[config.mk]
export PLATFORM = sky130hd
export DESIGN_NAME = seq_alu
export DESIGN_NICKNAME = d
export VERILOG_FILES = /design/src/rtl/seq_alu.sv
export SDC_FILE = /design/constraint.sdc
export NUM_CORES = 1
export LEC_CHECK = 0
export BUFFER_PORTS_ARGS = -buffer_cell sky130_fd_sc_hd__buf_4
export CORE_ASPECT_RATIO = 0.9
export CORE_MARGIN = 1.5
export CORE_UTILIZATION = 57
export DETAILED_ROUTE_END_ITERATION = 16
export PLACE_DENSITY = 0.87
export REMOVE_ABC_BUFFERS = 1
export SYNTH_ARGS = -nofsm -noshare
export SYNTH_HDL_FRONTEND = slang
export SYNTH_SLANG_ARGS = --single-unit
[constraint.sdc]
create_clock -name clk -period 8.4 [get_ports clk]
set_input_delay 1.68 -clock clk [delete_from_list [all_inputs] [get_ports clk]]
set_output_delay 1.68 -clock clk [all_outputs]
set_load 0.02 [all_outputs]
[src/rtl/seq_alu.sv]
// seq_alu: execute-stage ALU with a start/ready/done handshake.
// Add, sub, and, or, xor, slt and sltu finish in one cycle. Shifts (sll, srl, sra)
// move one bit per cycle, so a shift by n takes n+1 cycles from accept to done.
//
// Ports:
//   clk        rising-edge clock
//   reset      asynchronous, active-high reset
//   start      operation request; taken only while ready=1
//   ALUControl op code (000 add, 001 sub, 010 and, 011 or, 100 sll,
//              101 slt/sltu, 110 srl/sra, 111 xor)
//   funct7b5   with 110: 1 = sra, 0 = srl
//   funct3b0   with 101: 1 = sltu, 0 = slt
//   SrcA, SrcB operands; SrcB[SHW-1:0] is the shift amount
//   flush      synchronous abort; wins over start
//   ready      idle and able to accept start
//   done       one-cycle pulse when ALUResult/Zero are updated
//   ALUResult  registered result, held until the next completion
//   Zero       registered (ALUResult == 0)
module seq_alu #(
  parameter int WIDTH = 32,
  parameter int SHW   = 5
) (
  input  logic             clk,
  input  logic             reset,
  input  logic             start,
  input  logic [2:0]       ALUControl,
  input  logic             funct7b5,
  input  logic             funct3b0,
  input  logic [WIDTH-1:0] SrcA,
  input  logic [WIDTH-1:0] SrcB,
  input  logic             flush,
  output logic             ready,
  output logic             done,
  output logic [WIDTH-1:0] ALUResult,
  output logic             Zero
);

  typedef enum logic {IDLE, SHIFT} state_t;

  localparam logic [2:0] OP_ADD = 3'b000;
  localparam logic [2:0] OP_SUB = 3'b001;
  localparam logic [2:0] OP_AND = 3'b010;
  localparam logic [2:0] OP_OR  = 3'b011;
  localparam logic [2:0] OP_SLL = 3'b100;
  localparam logic [2:0] OP_SLT = 3'b101;
  localparam logic [2:0] OP_SRL = 3'b110;
  localparam logic [2:0] OP_XOR = 3'b111;

  state_t           state;
  logic [SHW-1:0]   cnt;
  logic [WIDTH-1:0] shreg;
  logic             shift_left;
  logic             shift_fill;   // bit shifted in from the top on right shifts

  logic [SHW-1:0]   shamt;
  logic             accept;
  logic             is_shift;
  logic [WIDTH-1:0] op_result;
  logic [WIDTH-1:0] shift_next;

  assign shamt    = SrcB[SHW-1:0];
  assign accept   = start && ready && (state == IDLE) && !flush;
  assign is_shift = (ALUControl == OP_SLL) || (ALUControl == OP_SRL);

  // One-bit step of the iterative shifter.
  assign shift_next = shift_left ? {shreg[WIDTH-2:0], 1'b0}
                                 : {shift_fill, shreg[WIDTH-1:1]};

  // Single-cycle result. Shift codes only reach this path with shamt=0,
  // where the result is SrcA unchanged.
  always_comb begin
    // NOTE: default assignment first so no path leaves op_result unassigned (no latch).
    op_result = '0;
    case (ALUControl)
      OP_ADD: op_result = SrcA + SrcB;
      OP_SUB: op_result = SrcA - SrcB;
      OP_AND: op_result = SrcA & SrcB;
      OP_OR:  op_result = SrcA | SrcB;
      OP_SLL: op_result = SrcA;
      OP_SLT: op_result = funct3b0
                          ? {{(WIDTH-1){1'b0}}, (SrcA < SrcB)}
                          : {{(WIDTH-1){1'b0}}, ($signed(SrcA) < $signed(SrcB))};
      OP_SRL: op_result = SrcA;
      OP_XOR: op_result = SrcA ^ SrcB;
      default: op_result = '0;
    endcase
  end

  // NOTE: all state below uses non-blocking assignments so every register
  // samples the pre-edge values, regardless of statement order.
  always_ff @(posedge clk or posedge reset) begin
    if (reset) begin
      state      <= IDLE;
      ready      <= 1'b1;
      done       <= 1'b0;
      ALUResult  <= '0;
      Zero       <= 1'b1;
      cnt        <= '0;
      shreg      <= '0;
      shift_left <= 1'b0;
      shift_fill <= 1'b0;
    end else begin
      done <= 1'b0;
      case (state)
        IDLE: begin
          if (accept) begin
            if (is_shift && (shamt != '0)) begin
              shreg      <= SrcA;
              cnt        <= shamt;
              shift_left <= (ALUControl == OP_SLL);
              // srl fills with 0; sra replicates the sampled sign bit.
              shift_fill <= (ALUControl == OP_SRL) && funct7b5 && SrcA[WIDTH-1];
              state      <= SHIFT;
              ready      <= 1'b0;
            end else begin
              ALUResult <= op_result;
              Zero      <= (op_result == '0);
              done      <= 1'b1;
            end
          end
        end
        SHIFT: begin
          if (flush) begin
            state <= IDLE;
            ready <= 1'b1;
            cnt   <= '0;
          end else begin
            cnt   <= cnt - SHW'(1);
            shreg <= shift_next;
            // Last step: load the final value directly so the partial
            // shift never shows on ALUResult.
            if (cnt == SHW'(1)) begin
              ALUResult <= shift_next;
              Zero      <= (shift_next == '0);
              done      <= 1'b1;
              state     <= IDLE;
              ready     <= 1'b1;
            end
          end
        end
        default: begin
          state <= IDLE;
          ready <= 1'b1;
          cnt   <= '0;
        end
      endcase
    end
  end

endmodule

# == Word level (Yosys, flattened, before mapping) ==
# Index checks and enable logic that the tools add are counted.
# word_totals
ff_bits,75
input_bits,73
out_inout_bits,35
elab_cells,86
# op_classes
add_sub_neg,3
n_lt_le_gt_ge,2
n_eq_ne,14
mux,36
n_bitwise,4
n_reduce_logical,18
# op_table
op,count
2-to-1 mux 32 bit,8
case mux 32 bit (7 select lines),1
case mux 32 bit (2 select lines),2
zero test 32 bit,2
less-than comparator 32 bit,2
adder 32 bit,1
AND 32 bit,1
bitwise OR 32 bit,1
subtractor 32 bit,1
XOR 32 bit,1
2-to-1 mux 1 bit,17
2-to-1 mux 5 bit,3
"== test 3 bit, second input constant",4
case mux 5 bit (2 select lines),1
AND reduction 3 bit,3
case mux 1 bit (2 select lines),4
"== test 3 x 2 -> 1 bit, second input constant",2
logical AND 1 bit,6
"!= test 2 bit, second input constant",3
"== test 5 x 1 -> 1 bit, second input constant",1
nonzero test 5 bit,1
"subtractor 5 x 1 -> 5 bit, second input constant",1
"!= test 2 x 1 -> 1 bit, second input constant",2
AND reduction 4 bit,1
8 further kinds,8

# == Depth between registers and ports, before layout ==
# Gate-level depths: netlist of the first run.
# depth
word_depth,7
depth_mapped,15
depth_no_buf,15

# == Worst setup path before layout of the first run ==
# No wires, ideal clock.
# synth_timing
path_kind,in2reg
start,input SrcA[0]
end,register Zero
setup_ns,0.062
arrival_ns,4.817
t_required_ns,8.338
setup_slack_ns,3.521
stages,15
n_path_buf,0
cell_sequence,inv_1 ha_1 inv_1 fa_1 nor2b_1 o311a_1 o31a_1 a2111oi_0 a211oi_1 xnor2_1 a211oi_2 nand4_1 or3_1 nor4_2 a41o_1
# synth_between
elab_chain_len,7
elab_cells_between_ends,13
# synth_rtl
element,line_no,text
"start, declared",29,"input logic [WIDTH-1:0] SrcA,"
"less-than comparator 32 bit, on equally long branches","82, 81",
2-to-1 mux 1 bit,81,"? {{(WIDTH-1){1'b0}}, (SrcA < SrcB)}"
case mux 32 bit (7 select lines) *,74,case (ALUControl)
zero test 32 bit *,117,Zero <= (op_result == '0);
2-to-1 mux 1 bit *,107,if (is_shift && (shamt != '0)) begin
2-to-1 mux 1 bit *,106,if (accept) begin
case mux 1 bit (2 select lines) *,104,case (state)
"end signal, assigned",117,
"end signal, assigned",134,Zero <= (shift_next == '0);
"end, declared",35,output logic Zero
# Every way passes the cells marked *; elsewhere a longest branch is shown, timed or not. The select of a mux whose other input is x is not followed.
# A chain may end at the register's enable or synchronous reset.

# == Worst setup path after layout of the first run ==
# layout_timing
start,input ALUControl[2]
end,register Zero
# layout_between
elab_chain_len,7
elab_cells_between_ends,18
# layout_rtl
element,line_no,text
"start, declared",26,"input logic [2:0] ALUControl,"
== test 3 bit,"63, 74",
OR reduction 2 bit (no source line),n/a,
case mux 32 bit (7 select lines),74,
zero test 32 bit,117,
2-to-1 mux 1 bit,107,
2-to-1 mux 1 bit,106,
case mux 1 bit (2 select lines),104,
# Several ways; a longest one is shown, not always the timed one. The select of a mux whose other input is x is not followed.

==> results.txt, run 1 <==
Largest net degree at the start of global routing - 92
Final hold violation count - 0
Top-Level Pins - 108
Layout Cells excl Fill - 1620
Most common cell after layout, fill and taps aside - nand2_1
Crit path kind - in -> reg
Die H - 127 um
HP Class - reg -> reg
Synthesized cell area - 9690 sq um
Wire per inst - 23.2 um
Pre-CTS setup slack - 2.64 ns
TritonCTS clock tree - yes
Synth top area cells - dfrtp_1 19%, ha_1 13%, o21ai_0 8.7%
PortBufs - 107
Hpwl dp - 28500 um
Biggest area consumer among synthesized cells - dfrtp_1
Fin Hold WS - 0.481 ns
Leakage power - 4.94 nW
Length in cells of the worst reg-to-reg path - 14
Max Clock Freq - 181 MHz
Starting Density - 57.8%
RSZ-0062 raised after global routing - false
Setup TNS - 0 ns
Slew HR - 33.7%
Post-CTS sizing - 0
Final worst slack - 2.87 ns
Number of max-slew violations in the final report - 0
Top cell type's share of synthesized area - 18.9%
DP Cell Count - 1604
Post-synth cell types - 88
Antenna-violating nets left - 0
Worst-skew pair later-pin latency - 0.34 ns
Post-Route WL - 37600 um
Yosys Warn Count - 0
R2R Path Start - cnt[1]$_DFFE_PP0P_
Layout cells sized above 1 - 12.7%
Antenna violations before repair - 0
Hold buffer count at CTS - 0
CP peak stage delay - 0.74 ns
Status - finished, final reports clean
Critical path startpoint - ALUControl[2]
P&R area growth vs syn - 11.2%
Worst Hold End - ALUResult[31]$_DFFE_PP0P_
Initial DRT Pass Iterations - 7
FP Rows - 45
Layout Skew - 0.00599 ns
Setup Fix Bufs, Post-CTS - 0
CTS Buf Count - 9
First-pass GRT wire length - 57200 um
Buf/Inv on CP - 1
Post-synth EDFFs - 0
Clock Path Buffers - 2
H-tree depth - 3
Vias per cell - 6.82
Overall die width - 140 um
Least-Margin Pin Slew - 0.991 ns
Fill cells - 1513
Worst reg2reg endpoint - Zero$_DFFE_PP1P_
Overflow left after global routing - 0
Main synth FF type - dfrtp_1
PD cells - 201 nW/um^2
Overall Power - 2.16 mW
Slowest cell on the critical path - or2_1
GRT Total Usage - 41.7%
CP max FO - 91
Core box area - 16800 sq um
Yosys reg bits - 75
Max-Cap Viols - 0
Post-synthesis cell count - 1364
Final Net Count - 1577
Sequential fraction of the synthesis area - 19.4%
Most frequent cells in the layout - 186 x nand2_1, 168 x o21ai_0, 118 x buf_4
Worst path cell trace - buf_4 > or2_1 > nor2_1 > a221oi_1 > o211ai_1 > nor4b_1 > nand4_1 > nor3_1 > nand4_1 > or3_1 > nor4_2 > a41o_1
Min cycle time layout - 5.53 ns
Reg2reg setup slack - 4.79 ns
DRC - 0
Antenna diodes - 0
CP top delay family - simple AND/OR/NAND/NOR gates
Most used cell, CP - nand4_1
Vias in the first global route - 9754
Req. time, crit path - 8.68 ns
Kind of end point of the critical path - flip-flop
Via Count - 11000
First DRT Iteration DRCs - 1590
Beginning of the worst hold path - ALUResult[31]$_DFFE_PP0P_
Clk sinks - 75
Die footprint - 17800 sq um
Final GP Congestion - 1.02
CP arrival - 5.81 ns
Clock-pin slew on the worst setup and hold paths - 0.06 ns
Fraction of registers with async set/reset - 100%
Launching element type of the critical path - input port
Count of final setup violators - 0
Synthesized area per cell - 7.10 sq um
Worst hold path depth - 2
CTS root buf - clkbuf_16
Final period util - 65.8%
VDD IR max - 0.000103 V
## synthesized netlist by cell type (all sizes together) (9+ instances only)
cell,count
a211oi,15
a21o,20
a21oi,102
a22oi,24
a31oi,13
buf,19
clkbuf,70
dfrtp,73
ha,98
inv,101
mux2i,39
nand2,186
nand2b,11
nand3,17
nand4,13
nor2,100
nor2b,15
nor3,31
nor4,17
o211ai,16
o21ai,177
o21bai,9
o22ai,13
o31ai,11
or2,15
or3,9
xnor2,19
## state kept, by name (all words and copies together) (netlist names)
name and count:
done 1, ready 1, shreg 32, shift_left 1
shift_fill 1, ALUResult 32, state 1, Zero 1
cnt 5
## worst register-to-register path, delay by kind of cell (launching register included)
family,cells,cell delay [ns]
fa+ha+maj,1,0.14
buf+inv,2,0.40
simple gates,9,2.31
compound gates,2,0.30
flops,1,0.41
## report_power, final
group	total, mW	leakage (nW)	internal [mW]	switching [mW]
clock network	0.371	0.128	0.210	0.160
logic	1.11	3.87	0.417	0.690
registers	0.684	0.942	0.527	0.157
total	2.16	4.94	1.15	1.01
## metrics by stage
stage	util [%]	instance area, sq um
final	64.3	10800
after global routing	64.3	10800
after CTS	64.3	10800
after detailed placement	62.5	10500
after global placement	62.5	10500
after floorplan	-	9340
## cells by family after synthesis
kind of cell	synth area share (%)
AND/OR/NAND/NOR	20.7
buffers and inverters	7.57
flip-flops	19.4
adder cells (fa/ha/maj)	13.1
multiplexers	4.14
AO/OA/AOI/OAI	32.8
XOR/XNOR	2.35
## layer usage
layer | vias to the layer above | GRT usage (%) | routed length (um)
met2 | 796 | 59.8 | 15400
met5 | - | 0 | 0
met4 | 0 | 12.3 | 966
met3 | 76 | 8.00 | 4910
met1 | 5208 | 62.9 | 16300
li1 | 4962 | - | -
## worst max path at each step
| stage | end | slack, ns | cells past startpoint |
|---|---|---|---|
| after global routing | Zero$_DFFE_PP1P_ | 2.65 | 12 |
| after detailed placement | Zero$_DFFE_PP1P_ | 2.64 | 12 |
| after CTS | Zero$_DFFE_PP1P_ | 2.98 | 12 |
| final | Zero$_DFFE_PP1P_ | 2.87 | 12 |
| after floorplan | Zero$_DFFE_PP1P_ | 3.50 | 15 |
| after global placement | Zero$_DFFE_PP1P_ | 2.80 | 12 |
## cell type report
type | instances | area, sq um | area share (%)
Clock buffer | 10 | 239 | 2.22
Multi-Input combinational cell | 1098 | 7080 | 65.7
Timing Repair Buffer | 118 | 886 | 8.22
Tap cell | 211 | 264 | 2.45
Inverter | 102 | 383 | 3.55
Sequential cell | 75 | 1880 | 17.4
Clock inverter | 6 | 47.5 | 0.441
(Power assumes the default switching activity.)
==> inputs of run 2 (changes only) <==
==> constraint.sdc (replaced) <==
create_clock -name clk -period 5.54 [get_ports clk]
set_input_delay 1.108 -clock clk [delete_from_list [all_inputs] [get_ports clk]]
set_output_delay 1.108 -clock clk [all_outputs]
set_load 0.02 [all_outputs]
==> results.txt, run 2 (same netlist as run 1, synthesis figures left out) <==
Launching element type of the critical path - input port
RSZ-0062 raised after global routing - false
CTS root buf - clkbuf_16
Worst-skew pair later-pin latency - 0.35 ns (about the same)
Clock-pin slew on the worst setup and hold paths - 0.06 ns (about the same)
GRT Total Usage - 42.4% (+0.66 points)
HP Class - reg -> reg
Leakage power - 5.06 nW (+2.4%)
CTS Buf Count - 9 (unchanged)
Max-Cap Viols - 0 (unchanged)
Initial DRT Pass Iterations - 7 (unchanged)
Req. time, crit path - 5.83 ns (-2.85 ns)
Die H - 127 um (unchanged)
Net Sw Frac - 44.9% (-1.7 points)
Kind of end point of the critical path - flip-flop
Largest net degree at the start of global routing - 86 (-6.5%)
Post-Route WL - 38300 um (+1.8%)
Switch Pwr - 1.53 mW (+52%)
PortBufs - 107 (unchanged)
CP peak stage delay - 0.58 ns (-0.16 ns)
VDD IR max - 0.000175 V (+70%)
Vias in the first global route - 10300 (+5.7%)
Antenna diodes - 0 (unchanged)
Max Clock Freq - 207 MHz
Setup TNS - 0 ns (unchanged)
CP arrival - 5.13 ns (-0.68 ns)
Antenna violations before repair - 1 (+1)
Hold buffer count at CTS - 0 (unchanged)
Die footprint - 17800 sq um (unchanged)
Antenna-violating nets left - 0 (unchanged)
H-tree depth - 3 (unchanged)
Internal - 1.88 mW (+63%)
Most frequent cells in the layout - 186 x nand2_1, 168 x o21ai_0, 134 x buf_4
Starting Density - 57.8% (unchanged)
Layout Skew - 0.00809 ns (+0.00210 ns)
Setup Fix Bufs, Post-CTS - 0 (unchanged)
Via Count - 11200 (+1.6%)
Placed Instance Area - 10600 sq um (+1.1%)
Final GP Congestion - 1.05 (+2.9%)
Least-Margin Pin Slew - 1.14 ns (+0.144 ns)
First-pass GRT wire length - 58600 um (+2.4%)
Slowest cell on the critical path - a221oi_1
First DRT Iteration DRCs - 1719 (+8.1%)
Hpwl dp - 28300 um (-0.76%)
Layout Cells excl Fill - 1636 (+0.99%)
Vias per cell - 6.85 (+0.56%)
Top-Level Pins - 108 (unchanged)
Final period util - 87.3%
Layout cells sized above 1 - 13.6% (+0.91 points)
Clk sinks - 75 (unchanged)
CP max FO - 5 (-95%)
Crit path kind - in -> reg
Biggest regs - ALUResult: 32 flops, shreg: 32 flops, cnt: 5 flops
Core Util, Final - 65.3% (+1.0 points)
P&R area growth vs syn - 13.1%
Core box area - 16800 sq um (unchanged)
Count of final setup violators - 0 (unchanged)
Overflow left after global routing - 0 (unchanged)
Final Net Count - 1593 (+1.0%)
Overall die width - 140 um (unchanged)
PD cells - 312 nW/um^2 (+55%)
Wire per inst - 23.4 um (+0.83%)
Status - finished, final reports clean
Clk pwr share - 20.2% (+3.1 points)
Comb pwr share - 48.7% (-2.5 points)
Overall Power - 3.42 mW (+58%)
Register share of total power - 31.1% (-0.5 points)
DRC - 0 (unchanged)
Most common cell after layout, fill and taps aside - nand2_1
Worst path cell trace - buf_4 > ha_1 > fa_1 > a21o_1 > a221oi_1 > nor2_1 > or3_1 > a31oi_1 > nand4_1 > nor3_1 > nand4_1 > or3_1 > nor4_2 > a41o_1
Final hold violation count - 0 (unchanged)
TritonCTS clock tree - yes
FP Rows - 45 (unchanged)
Post-route cell area - 11000 sq um (+1.6%)
Clock Path Buffers - 2 (unchanged)
Slew HR - 24.3% (-9.4 points)
Post-CTS sizing - 0 (unchanged)
Min cycle time layout - 4.84 ns
Number of max-slew violations in the final report - 0 (unchanged)
DP Cell Count - 1620 (+1.0%)
## run 2: cell count changes in the layout (fill, tap and decap cells not counted), sizes merged
| cell | delta |
|---|---|
| inv | -1 |
| bufinv | +3 |
| clkinvlp | -4 |
| clkinv | +2 |
| buf | +16 |
## run 2: area by class of cell
class / instances / area [sq um]
tap: 211 / 264
multi-input combinational: 1098 / 7080
inverter: 102 / 383
timing repair buffer: 134 / 1010
clock inverter: 6 / 113
sequential: 75 / 1880
fill: 1487 / 5820
clock buffer: 10 / 229
## run 2: worst max-delay path, delay by kind of cell
kind | cells | cell delay (ns)
adder cells (fa/ha/maj) | 2 | 0.71
AO/OA/AOI/OAI | 4 | 1.39
buffers and inverters | 1 | 0.14
AND/OR/NAND/NOR | 7 | 1.78
## run 2: metal layers
layer  vias up  track usage [%]  share of wire (%)
met3       143             10.4                 13
li1       5005                -                  -
met4         0             16.8                4.5
met5         -                0                  0
met1      5235             59.2                 41
met2       831             62.9                 42
## run 2: final timing paths
| check | from | end | slack, ns | cells past startpoint |
|---|---|---|---|---|
| min in group asynchronous | reset | cnt[4]$_DFFE_PP0P_ | 0.87 | 2 |
| worst min register to register | ALUResult[29]$_DFFE_PP0P_ | ALUResult[29]$_DFFE_PP0P_ | 0.48 | 2 |
| max in group asynchronous | reset | state$_DFF_PP0_ | 3.62 | 3 |
| worst max register to register | cnt[1]$_DFFE_PP0P_ | Zero$_DFFE_PP1P_ | 2.00 | 13 |
| worst min-delay path | ALUResult[29]$_DFFE_PP0P_ | ALUResult[29]$_DFFE_PP0P_ | 0.48 | 2 |
| worst max-delay path | SrcB[0] | Zero$_DFFE_PP1P_ | 0.70 | 14 |
## run 2: through the flow
stage | worst slack [ns] | hold WS [ns]
4_1_cts | 0.856 | 0.481
3_5_place_dp | 0.505 | 0.467
5_1_grt | 0.597 | 0.502
6_report | 0.701 | 0.477
2_1_floorplan | 1.21 | 0.443
3_3_place_gp | 0.563 | 0.454
## run 2: power groups by stage
stage / combinational (mW) / sequential [mW] / clock [mW]
4_1_cts: 1.62 / 1.05 / 0.682
6_report: 1.66 / 1.06 / 0.688
2_1_floorplan: 0.863 / 1.14 / 0
3_5_place_dp: 1.59 / 1.05 / 0
5_1_grt: 1.80 / 1.08 / 0.702
3_3_place_gp: 1.57 / 1.03 / 0
==> inputs of run 3 (changes only) <==
--- a/config.mk
+++ b/config.mk
@@ -9,6 +9,8 @@
 export CORE_ASPECT_RATIO = 0.9
 export CORE_MARGIN = 1.5
 export CORE_UTILIZATION = 57
+export CTS_BUF_LIST = sky130_fd_sc_hd__clkbuf_8
+export CTS_CLUSTER_SIZE = 24
 export DETAILED_ROUTE_END_ITERATION = 16
 export PLACE_DENSITY = 0.87
 export REMOVE_ABC_BUFFERS = 1
==> results.txt, run 3 (same netlist as run 1, synthesis figures left out) <==
CP peak stage delay - 0.58 ns (about the same)
Worst reg2reg endpoint - Zero$_DFFE_PP1P_
Crit path kind - in -> reg
Final period util - 87.0% (-0.32 points)
Clock Path Buffers - 2 (unchanged)
PortBufs - 107 (unchanged)
Hpwl dp - 28300 um (unchanged)
Biggest regs - ALUResult: 32 flops, shreg: 32 flops, cnt: 5 flops
Top-Level Pins - 108 (unchanged)
Number of max-slew violations in the final report - 0 (unchanged)
Worst path cell trace - buf_4 > ha_1 > fa_1 > a21o_1 > a221oi_1 > nor2_1 > or3_1 > a31oi_1 > nand4_1 > nor3_1 > nand4_1 > or3_1 > nor4_2 > a41o_1
Beginning of the worst hold path - ALUResult[3]$_DFFE_PP0P_
DP Cell Count - 1620 (unchanged)
Most frequent cells in the layout - 186 x nand2_1, 168 x o21ai_0, 134 x buf_4
Antenna-violating nets left - 0 (unchanged)
Starting Density - 57.8% (unchanged)
Post-CTS sizing - 0 (unchanged)
Overall die width - 140 um (unchanged)
TritonCTS clock tree - yes
Worst hold path depth - 2 (unchanged)
H-tree depth - 3 (unchanged)
Leakage power - 5.02 nW (-0.83%)
PD cells - 297 nW/um^2 (-4.8%)
Max Clock Freq - 207 MHz (+0.36%)
Count of final setup violators - 0 (unchanged)
Area of the multi-input gates - 7080 sq um (unchanged)
P&R area growth vs syn - 12.0%
Req. time, crit path - 5.85 ns (+0.02 ns)
Antenna diodes - 0 (unchanged)
CTS Buf Count - 9 (unchanged)
Clk sinks - 75 (unchanged)
Layout Cells excl Fill - 1636 (unchanged)
GRT Total Usage - 41.7% (-0.67 points)
First DRT Iteration DRCs - 1699 (-1.2%)
Final GP Congestion - 1.05 (unchanged)
RSZ-0062 raised after global routing - false
Die H - 127 um (unchanged)
Max-Cap Viols - 0 (unchanged)
Setup TNS - 0 ns (unchanged)
Launching element type of the critical path - input port
Length in cells of the worst reg-to-reg path - 13 (unchanged)
Final hold violation count - 0 (unchanged)
Vias per cell - 6.82 (-0.44%)
Wire per inst - 22.9 um (-2.2%)
Status - finished, final reports clean
Layout cells sized above 1 - 13.6% (unchanged)
Post-Route WL - 37400 um (-2.2%)
Initial DRT Pass Iterations - 6 (-1)
Reg2reg setup slack - 2.00 ns (about the same)
CP top delay family - simple AND/OR/NAND/NOR gates
Slowest cell on the critical path - a221oi_1
Worst-skew pair later-pin latency - 0.37 ns (+0.02 ns)
Kind of end point of the critical path - flip-flop
Hold buffer count at CTS - 0 (unchanged)
Least-Margin Pin Slew - 1.11 ns (-0.0271 ns)
Clock-pin slew on the worst setup and hold paths - 0.08 ns (+0.02 ns)
VDD IR max - 0.000196 V (+12%)
Buf/Inv on CP - 1 (unchanged)
Via Count - 11200 (-0.44%)
Core box area - 16800 sq um (unchanged)
Setup Fix Bufs, Post-CTS - 0 (unchanged)
Register area - 1880 sq um (unchanged)
Antenna violations before repair - 0 (-1)
DRC - 0 (unchanged)
Worst Hold End - ALUResult[3]$_DFFE_PP0P_
CP max FO - 5 (unchanged)
R2R Path Start - cnt[1]$_DFFE_PP0P_
CTS root buf - clkbuf_8
Layout Skew - 0.0110 ns (+0.00288 ns)
Largest net degree at the start of global routing - 86 (unchanged)
Slew HR - 26.1% (+1.8 points)
Min cycle time layout - 4.82 ns (-0.0175 ns)
CP arrival - 5.13 ns (about the same)
First-pass GRT wire length - 57800 um (-1.4%)
Final Net Count - 1593 (unchanged)
Die footprint - 17800 sq um (unchanged)
Fill cells - 1512 (+1.7%)
HP Class - reg -> reg
Vias in the first global route - 10200 (-0.70%)
Overflow left after global routing - 0 (unchanged)
FP Rows - 45 (unchanged)
Most common cell after layout, fill and taps aside - nand2_1
==> run 3: worst max path at each step <==
| stage | to | depth (start not counted) | slack, ns | from |
|---|---|---|---|---|
| after CTS | Zero$_DFFE_PP1P_ | 14 | 0.89 | SrcA[0] |
| after detailed placement | Zero$_DFFE_PP1P_ | 14 | 0.51 | SrcA[0] |
| after global placement | Zero$_DFFE_PP1P_ | 14 | 0.56 | SrcA[0] |
| final | Zero$_DFFE_PP1P_ | 14 | 0.72 | SrcA[0] |
| after floorplan | Zero$_DFFE_PP1P_ | 15 | 1.21 | SrcA[0] |
| after global routing | Zero$_DFFE_PP1P_ | 14 | 0.63 | SrcA[0] |
==> run 3: through the flow <==
step | total power [mW] | util [%] | area [sq um] | hold WS (ns) | worst slack (ns)
final | 3.22 | 64.7 | 10900 | 0.483 | 0.718
after detailed placement | 2.64 | 63.3 | 10600 | 0.467 | 0.505
after CTS | 3.17 | 64.7 | 10900 | 0.486 | 0.890
after floorplan | 2.00 | - | 9340 | 0.443 | 1.21
after global routing | 3.40 | 64.7 | 10900 | 0.509 | 0.629
after global placement | 2.60 | 63.3 | 10600 | 0.454 | 0.563
==> run 3: tightest hold or removal path: cells and delay by family, from the launching register on <==
kind,cells,cell delay [ns]
flip-flops,1,0.35
AND/OR/NAND/NOR,1,0.05
AO/OA/AOI/OAI,1,0.06
==> run 3: power by group <==
| part | internal [mW] | switching (mW) | total (mW) |
|---|---|---|---|
| Combinational | 0.642 | 1.01 | 1.65 |
| Clock | 0.299 | 0.221 | 0.520 |
| Sequential | 0.798 | 0.256 | 1.05 |
==> run 3: routing by layer <==
metal / global-route usage [%] / up-vias / share of wire (%)
li1: - / 4999 / -
met2: 60.9 / 804 / 41
met1: 59.3 / 5237 / 42
met5: 0 / - / 0
met4: 17.1 / 0 / 4.3
met3: 9.40 / 125 / 12
==> run 3: area by class of cell <==
class / count / area share, %
multi-input combinational: 1098 / 65.2
timing repair buffer: 134 / 9.27
sequential: 75 / 17.3
clock buffer: 9 / 1.14
clock inverter: 7 / 1.07
tap: 211 / 2.43
inverter: 102 / 3.53
